## src/rtl/alu_exec_unit.sv

```systemverilog
// rtl/alu_exec_unit.sv - execute-stage ALU with valid/ready handshake and registered result
// Define ALU_BARREL_SHIFT_EN for single-cycle barrel shifts; default build shifts one bit per cycle.
module alu_exec_unit #(
  parameter int DATA_W  = 32,
  parameter int SHAMT_W = 5
) (
  input  logic               clk_i,
  input  logic               rst_i,
  input  logic               valid_i,
  output logic               ready_o,
  input  logic [3:0]         alu_ctrl_i,
  input  logic [DATA_W-1:0]  src1_i,
  input  logic [DATA_W-1:0]  src2_i,
  input  logic [SHAMT_W-1:0] shamt_i,
  output logic               valid_o,
  input  logic               ready_i,
  output logic [DATA_W-1:0]  result_o,
  output logic               zero_o,
  output logic               illegal_o
);

  localparam logic [3:0] OP_AND   = 4'd0;
  localparam logic [3:0] OP_OR    = 4'd1;
  localparam logic [3:0] OP_NAND  = 4'd2;
  localparam logic [3:0] OP_NOR   = 4'd3;
  localparam logic [3:0] OP_ADDU  = 4'd4;
  localparam logic [3:0] OP_SUBU  = 4'd5;
  localparam logic [3:0] OP_SLT   = 4'd6;
  localparam logic [3:0] OP_EQUAL = 4'd7;
  localparam logic [3:0] OP_SFT   = 4'd8;
  localparam logic [3:0] OP_SFTV  = 4'd9;
  localparam logic [3:0] OP_LUI   = 4'd10;

  logic               accept;
  logic               op_ill;
  logic [DATA_W-1:0]  op_res;
  logic [SHAMT_W-1:0] shamt_sel;
  logic               valid_d;
  logic               zero_d;
  logic               ill_d;
  logic [DATA_W-1:0]  result_d;

`ifndef ALU_BARREL_SHIFT_EN
  typedef enum logic {IDLE, SHIFT} state_t;
  state_t             state_q, state_d;
  logic [DATA_W-1:0]  work_q, work_d;
  logic [SHAMT_W-1:0] count_q, count_d;
  logic               is_shift;

  assign ready_o = (state_q == IDLE) && (!valid_o || ready_i);
`else
  assign ready_o = !valid_o || ready_i;
`endif

  assign accept    = valid_i && ready_o;
  assign shamt_sel = (alu_ctrl_i == OP_SFTV) ? src1_i[SHAMT_W-1:0] : shamt_i;

  always_comb begin
    op_res = '0;
    op_ill = 1'b0;
`ifndef ALU_BARREL_SHIFT_EN
    is_shift = 1'b0;
`endif
    case (alu_ctrl_i)
      OP_AND:   op_res = src1_i & src2_i;
      OP_OR:    op_res = src1_i | src2_i;
      OP_NAND:  op_res = ~(src1_i & src2_i);
      OP_NOR:   op_res = ~(src1_i | src2_i);
      OP_ADDU:  op_res = src1_i + src2_i;
      OP_SUBU:  op_res = src1_i - src2_i;
      OP_SLT:   op_res = {{(DATA_W-1){1'b0}}, ($signed(src1_i) < $signed(src2_i))};
      OP_EQUAL: op_res = {{(DATA_W-1){1'b0}}, (src1_i == src2_i)};
      OP_LUI:   op_res = {src2_i[DATA_W/2-1:0], {(DATA_W/2){1'b0}}};
      OP_SFT, OP_SFTV: begin
`ifdef ALU_BARREL_SHIFT_EN
        op_res = DATA_W'($signed(src2_i) >>> shamt_sel);
`else
        // Zero-amount shifts finish immediately with the operand unchanged.
        is_shift = 1'b1;
        op_res   = src2_i;
`endif
      end
      default:  op_ill = 1'b1;
    endcase
  end

  always_comb begin
    valid_d  = valid_o;
    result_d = result_o;
    zero_d   = zero_o;
    ill_d    = illegal_o;
`ifndef ALU_BARREL_SHIFT_EN
    state_d  = state_q;
    work_d   = work_q;
    count_d  = count_q;
    if (state_q == SHIFT) begin
      work_d  = {work_q[DATA_W-1], work_q[DATA_W-1:1]};
      count_d = count_q - SHAMT_W'(1);
      if (count_q == SHAMT_W'(1)) begin
        result_d = work_d;
        zero_d   = (work_d == '0);
        ill_d    = 1'b0;
        valid_d  = 1'b1;
        state_d  = IDLE;
      end
    end else begin
`endif
      if (valid_o && ready_i) begin
        valid_d = 1'b0;
      end
      if (accept) begin
`ifndef ALU_BARREL_SHIFT_EN
        if (is_shift && (shamt_sel != '0)) begin
          work_d  = src2_i;
          count_d = shamt_sel;
          state_d = SHIFT;
          valid_d = 1'b0;
        end else begin
`endif
          result_d = op_res;
          zero_d   = (op_res == '0);
          ill_d    = op_ill;
          valid_d  = 1'b1;
`ifndef ALU_BARREL_SHIFT_EN
        end
`endif
      end
`ifndef ALU_BARREL_SHIFT_EN
    end
`endif
  end

  always_ff @(posedge clk_i or posedge rst_i) begin
    if (rst_i) begin
      valid_o   <= 1'b0;
      result_o  <= '0;
      zero_o    <= 1'b0;
      illegal_o <= 1'b0;
`ifndef ALU_BARREL_SHIFT_EN
      state_q   <= IDLE;
      work_q    <= '0;
      count_q   <= '0;
`endif
    end else begin
      valid_o   <= valid_d;
      result_o  <= result_d;
      zero_o    <= zero_d;
      illegal_o <= ill_d;
`ifndef ALU_BARREL_SHIFT_EN
      state_q   <= state_d;
      work_q    <= work_d;
      count_q   <= count_d;
`endif
    end
  end

endmodule

```

## config.mk

```make
export PLATFORM = sky130hd
export DESIGN_NAME = alu_exec_unit
export DESIGN_NICKNAME = d
export VERILOG_FILES = /design/src/rtl/alu_exec_unit.sv
export SDC_FILE = /design/constraint.sdc
export NUM_CORES = 1
export LEC_CHECK = 0
export CORE_MARGIN = 8
export CORE_UTILIZATION = 53
export CTS_CLUSTER_DIAMETER = 100
export CTS_CLUSTER_SIZE = 24
export DETAILED_ROUTE_END_ITERATION = 8
export PLACE_DENSITY = 0.79
export RECOVER_POWER = 25
export SKIP_LAST_GASP = 1
export SLEW_MARGIN = 25
export SYNTH_ARGS = -nofsm -noshare
export SYNTH_HDL_FRONTEND = slang
export SYNTH_SLANG_ARGS = --single-unit
```

## constraint.sdc

```tcl
create_clock -name clk_i -period 2.35 [get_ports clk_i]
set_input_delay 0.3525 -clock clk_i [delete_from_list [all_inputs] [get_ports clk_i]]
set_output_delay 0.3525 -clock clk_i [all_outputs]
set_load 0.03 [all_outputs]
```

==> key figures, run 1 <==
Logic synthesis
  • Synthesized instance count: 1,317
  • Async set-reset flop share out of synthesis: 1.000
  • Total nets after synthesis: 1,506
  • Flops & latches, synth: 72
  • Combined area of all synthesized cells: 9744 um^2
  • Cell type with the largest total area after synthesis: sky130_fd_sc_hd__dfrtp_1
  • Sequential cell area fraction in the yosys report: 0.1849
  • Unique cell type count in the Yosys netlist: 89
  • Ys Warns: 0
  • Post-synthesis area per instance: approximately 7.4 um^2
  • Area share of the largest cell type after synthesis: 0.1849
  • Largest cells by area after synthesis: sky130_fd_sc_hd__dfrtp_1 18%, sky130_fd_sc_hd__ha_1 14%, sky130_fd_sc_hd__a21oi_1 7.0%
  • Commonest register cell after synthesis: sky130_fd_sc_hd__dfrtp_1
  • Number of flops mapped to enable cells by yosys: 0

Floorplan
  • Horiz. Die Dim: ~150 um
  • Initial core utilization: 0.5406
  • Vertical die dimension: 151.6 um
  • IO Count: around 110
  • Number of standard-cell rows in the floorplan: 49

Placement
  • Detailed placement HPWL: 38.86 mm
  • Post-placement worst setup slack: -1936 ps
  • Number of port buffers: 112
  • Routability-driven placement congestion ratio: around 1.0

CTS
  • Number of levels in the clock H-tree: 3
  • Buffer type at the clock tree root: sky130_fd_sc_hd__clkbuf_16
  • Number of buffers inserted by hold repair at cts: 0
  • Buffer levels on the longest clock path: 2
  • CTS Buf Count: 9
  • Number of sinks on the clock net: 72

Global routing
  • Maximum number of pins on one net before global-route repair: 73

Outcome
  • First error: [ERROR DPL-0038] Utilization greater than 100%, impossible to legalize
  • Last step reached: global routing (5_1_grt)
  • Status: aborted with a tool error

STA
  • Post-GRT worst EP: zero_o$_DFFE_PP0P_/D
  • Worst endpoint type: register data pin
## cells in the mapped netlist, drive strengths merged, types with 14 or more instances
| cell | count |
|---|---|
| a22oi | 17 |
| o21ai | 86 |
| clkbuf | 51 |
| buf | 31 |
| nor4 | 28 |
| nand3 | 18 |
| a21o | 14 |
| nor3 | 30 |
| dfrtp | 72 |
| o31ai | 41 |
| mux2i | 34 |
| xnor2 | 35 |
| nor2b | 16 |
| ha | 110 |
| a21oi | 138 |
| nand2 | 122 |
| o211ai | 16 |
| nor2 | 130 |
| a211oi | 18 |
| inv | 101 |
## logic make-up after synthesis
logic type	count (synthesis)	synth area share
flops	72	0.1849
buf+inv	184	0.07422
mux	41	0.04301
compound gates	454	0.3143
fa+ha+maj	112	0.1454
simple gates	414	0.2022
xor+xnor	40	0.03595
## what timing repair did
action,4_1_cts
gates cloned,2
endpoints found under the setup margin,71
pin swaps,110
setup buffers,48
gates resized for setup,314
## metrics by stage
step	setup TNS (ps)	hold WS [ps]	std cells	cell area [um^2]
CTS	-15860	442.8	2144	16510
detailed placement	-59200	465.4	2078	14920
global placement	-54160	458.0	2078	14920
floorplan	-6689	464.1	1317	10080
==> inputs of run 2 (changes only) <==
--- a/config.mk
+++ b/config.mk
@@ -6,11 +6,9 @@
 export NUM_CORES = 1
 export LEC_CHECK = 0
 export CORE_MARGIN = 8
-export CORE_UTILIZATION = 53
-export CTS_CLUSTER_DIAMETER = 100
-export CTS_CLUSTER_SIZE = 24
+export CORE_UTILIZATION = 40
 export DETAILED_ROUTE_END_ITERATION = 8
-export PLACE_DENSITY = 0.79
+export PLACE_DENSITY_LB_ADDON = 0.15
 export RECOVER_POWER = 25
 export SKIP_LAST_GASP = 1
 export SLEW_MARGIN = 25
==> constraint.sdc (replaced) <==
create_clock -name clk_i -period 3.06 [get_ports clk_i]
set_input_delay 0.459 -clock clk_i [delete_from_list [all_inputs] [get_ports clk_i]]
set_output_delay 0.459 -clock clk_i [all_outputs]
set_load 0.03 [all_outputs]
==> run 2 against run 1 <==
Net effect: the flow now finishes, with violations (negative setup slack); area after synthesis did not move; synthesized cell count unchanged.
==> key figures, run 2 <==
Worst hold path
  • Launch point of the worst hold path: result_o[9]
  • Min-Delay Path Class: reg2reg
  • Hold path cells: 2
  • Endpoint of the worst hold path: result_o[9]

STA
  • Total Negative Setup Slacks: -1910 ps
  • Max-slew violation count: 0
  • Setup slack after layout: -414.1 ps
  • # setup viols final: 13
  • Min cycle time layout: 3474 ps
  • Post-route clock period utilization: 1.135
  • Setup repair after global routing missed its margin: yes
  • Actual transition at the worst max-transition pin: roughly 1400 ps
  • Worst Clk Skew: 4.700 ps
  • Count of endpoints failing hold in the final timing report: 0
  • Worst slew slack as a fraction of its limit: 0.04492
  • Highest clock frequency the design can meet: ~0.29 GHz

Logic synthesis
  • Ys Warns: 0 (unchanged)
  • Cell type with the largest total area after synthesis: sky130_fd_sc_hd__dfrtp_1
  • Post-synthesis area per instance: 7.399 um^2 (unchanged)
  • Area share of the largest cell type after synthesis: 0.1849 (unchanged)
  • Unique cell type count in the Yosys netlist: 89 (unchanged)
  • Most used standard cells in the synthesized netlist: 136 x sky130_fd_sc_hd__a21oi_1, 130 x sky130_fd_sc_hd__nor2_1, 122 x sky130_fd_sc_hd__nand2_1
  • Total nets after synthesis: 1,506 (unchanged)
  • Flops & latches, synth: 72 (unchanged)
  • Commonest register cell after synthesis: sky130_fd_sc_hd__dfrtp_1
  • Largest cells by area after synthesis: sky130_fd_sc_hd__dfrtp_1 18%, sky130_fd_sc_hd__ha_1 14%, sky130_fd_sc_hd__a21oi_1 7.0%
  • Most instantiated library cell after synthesis: sky130_fd_sc_hd__a21oi_1
  • Combined area of all synthesized cells: 9744 um^2 (unchanged)
  • Sequential cell area fraction in the yosys report: 0.1849 (unchanged)
  • Async set-reset flop share out of synthesis: 1.000 (unchanged)
  • Synthesized instance count: 1,317 (unchanged)
  • Number of flops mapped to enable cells by yosys: 0 (unchanged)

CTS
  • TritonCTS clock tree: built
  • Reg clk slew, reported paths: 50 ps
  • Source-to-sink clock delay at the later pin of the worst-skew pair: 330 ps
  • Number of sinks on the clock net: 72 (unchanged)
  • CTS Buf Count: 9 (unchanged)
  • Buffer type at the clock tree root: sky130_fd_sc_hd__clkbuf_16
  • Number of levels in the clock H-tree: 3 (unchanged)
  • Buffer levels on the longest clock path: 2 (unchanged)

Setup path
  • Required time reported for the critical path endpoint: ~3300 ps
  • Worst path cell trace: buf_8 -> clkinvlp_4 -> ha_4 -> or2_1 -> a2111o_1 -> buf_4 -> a211oi_2 -> a2111o_1 -> o21ai_1 -> a221o_1 -> o21bai_2 -> nor4_2 -> nand4b_1 -> nor4_2 -> a221o_1
  • Crit path arrival time: 3740 ps
  • Endpoint kind of the worst setup timing path: flip-flop
  • Reg2Reg Depth: 13
  • Kind of start point of the critical path: input pin
  • Worst R2R End: zero_o
  • Type of the worst setup path: in2reg
  • Internal reg-to-reg setup slack: approximately 260 ps
  • Crit Path Max Fanout: 3
  • R2R Path Start: count_q[1]
  • Slowest cell on crit path: sky130_fd_sc_hd__a2111o_1
  • Worst path max stage delay: around 420 ps

Run
  • Max Cap Violations: 0

Layout
  • Top flop regs: result_o x32, work_q x31, count_q x5
  • Area growth from synthesis to final layout: 69.29%
  • Final standard cell count with taps included and fillers excluded: 2,224
  • Ratio of cells with drive above 1 in the final layout: 0.4176
  • Number of flip-flops under the largest register name: 32
  • Leading cell types in the layout, fill and taps excluded: 502 x sky130_fd_sc_hd__buf_4, 119 x sky130_fd_sc_hd__nand2_1, 119 x sky130_fd_sc_hd__nor2_1
  • Design area: approximately 16,000 um^2
  • Final-stage net count: 2,083
  • Layout Utilization: 0.6843
  • Most common cell after layout, fill and taps aside: sky130_fd_sc_hd__buf_4
  • Register bank with the most flops: result_o

Route
  • Routed length per placed instance: 21.39 um
  • Count of TritonRoute iterations in the first routing pass: 6
  • Mean number of vias per cell: 5.718
  • DRC violation count after routing: 0
  • Aggregate routed wire length: 47.58 mm
  • Number of vias in the routed layout: about 13k
  • Iteration-0 DRC count of the detailed router: 1,446
  • Count of nets left with antenna violations after detail routing: 0

Global routing
  • Total overflow reported by the global router: 0
  • Maximum number of pins on one net before global-route repair: 67
  • Number of global-route vias before repair: approximately 12k
  • First-pass GRT wire length: between 70 and 80 mm
  • Antenna violations before repair: 0
  • Global-route usage over all layers: 0.3130

Floorplan
  • Die outline area: 29,610 um^2
  • Area of the core: 24,110 um^2
  • IO Count: 113 (unchanged)
  • Initial core utilization: 0.4042 (-0.1364)
  • Number of standard-cell rows in the floorplan: 57 (+16%)
  • Vertical die dimension: 172.1 um (+14%)
  • Horiz. Die Dim: 172.1 um (+14%)

Placement
  • Number of port buffers: 112 (unchanged)
  • Number of placed instances with taps included: 2,154 (+3.7%)
  • Placed standard-cell area: 14,680 um^2 (-1.6%)
  • Routability-driven placement congestion ratio: 1.042 (-0.50%)
  • Detailed placement HPWL: 38.28 mm (-1.5%)

Power and ir drop
  • VDD IR-drop max: between 500 and 600 uV
  • Cell Pwr Density: 476.4 nW/um^2
  • Leakage dissipation: 7.429 nW

Outcome
  • Violations in the final reports: negative setup slack
  • Status: finished, violations left
[run 2: timing repair]
action                                  CTS  global route
endpoints found under the hold margin     0             0
setup buffers                            34            25
endpoints found under the setup margin   29            19
gates cloned                              0             0
resized for setup                       289            82
hold buffers                              0             0
pin swaps                                83            61
[run 2: routing by layer]
layer  part of all wire  track usage  wire length, um  vias to the layer above
li1                   -            -                -                     5943
met1               0.43       0.4353            20390                     6043
met2               0.43       0.4755            20310                      643
met3               0.11      0.06758             5414                       88
met4              0.031      0.09783             1464                        0
met5                  0            0                0                        -
[run 2: per-stage QoR]
| stage | hold WS [ps] | power, mW | setup slack [ps] |
|---|---|---|---|
| global placement | 451.1 | 6.142 | -1217 |
| CTS | 475.1 | 7.662 | -305.4 |
| global route | 501.6 | 8.303 | -526.6 |
| finish | 471.8 | 7.858 | -414.1 |
| detailed placement | 462.2 | 6.215 | -1253 |
| floorplan | 464.1 | 4.117 | -264.1 |
[run 2: final cells by class]
class / count / area (um^2)
sequential: 72 / 1802
clock buffer: 11 / 252.7
tap: 324 / 405.4
multi-input combinational: 1061 / 8325
inverter: 102 / 390.4
timing repair buffer: 648 / 5239
antenna: 1 / 2.502
clock inverter: 5 / 78.83
fill: 2149 / 7610
[run 2: cell families after synthesis]
family | count (synthesis) | share of synthesized area
xor+xnor | 40 | 0.03595
compound gates | 454 | 0.3143
mux | 41 | 0.04301
buf+inv | 184 | 0.07422
fa+ha+maj | 112 | 0.1454
flops | 72 | 0.1849
simple gates | 414 | 0.2022
[run 2: worst max-delay path by stage]
stage	start	to
floorplan	src2_i[1]	zero_o
global placement	src1_i[1]	zero_o
detailed placement	src2_i[1]	zero_o
CTS	src1_i[1]	zero_o
global route	src2_i[1]	zero_o
finish	src2_i[1]	zero_o
[run 2: power breakdown]
group	switching (mW)	internal (mW)
registers	0.322	1.40
clock network	0.384	0.756
logic	2.79	2.22
total	3.49	4.37
[run 2: worst max-delay path, delay by kind of cell]
| kind | cells | cell delay, ps |
|---|---|---|
| compound gates | 7 | 1610 |
| simple gates | 4 | 1090 |
| buf+inv | 3 | 340 |
| fa+ha+maj | 1 | 250 |
No activity file was read; power rests on OpenSTA's default activity.
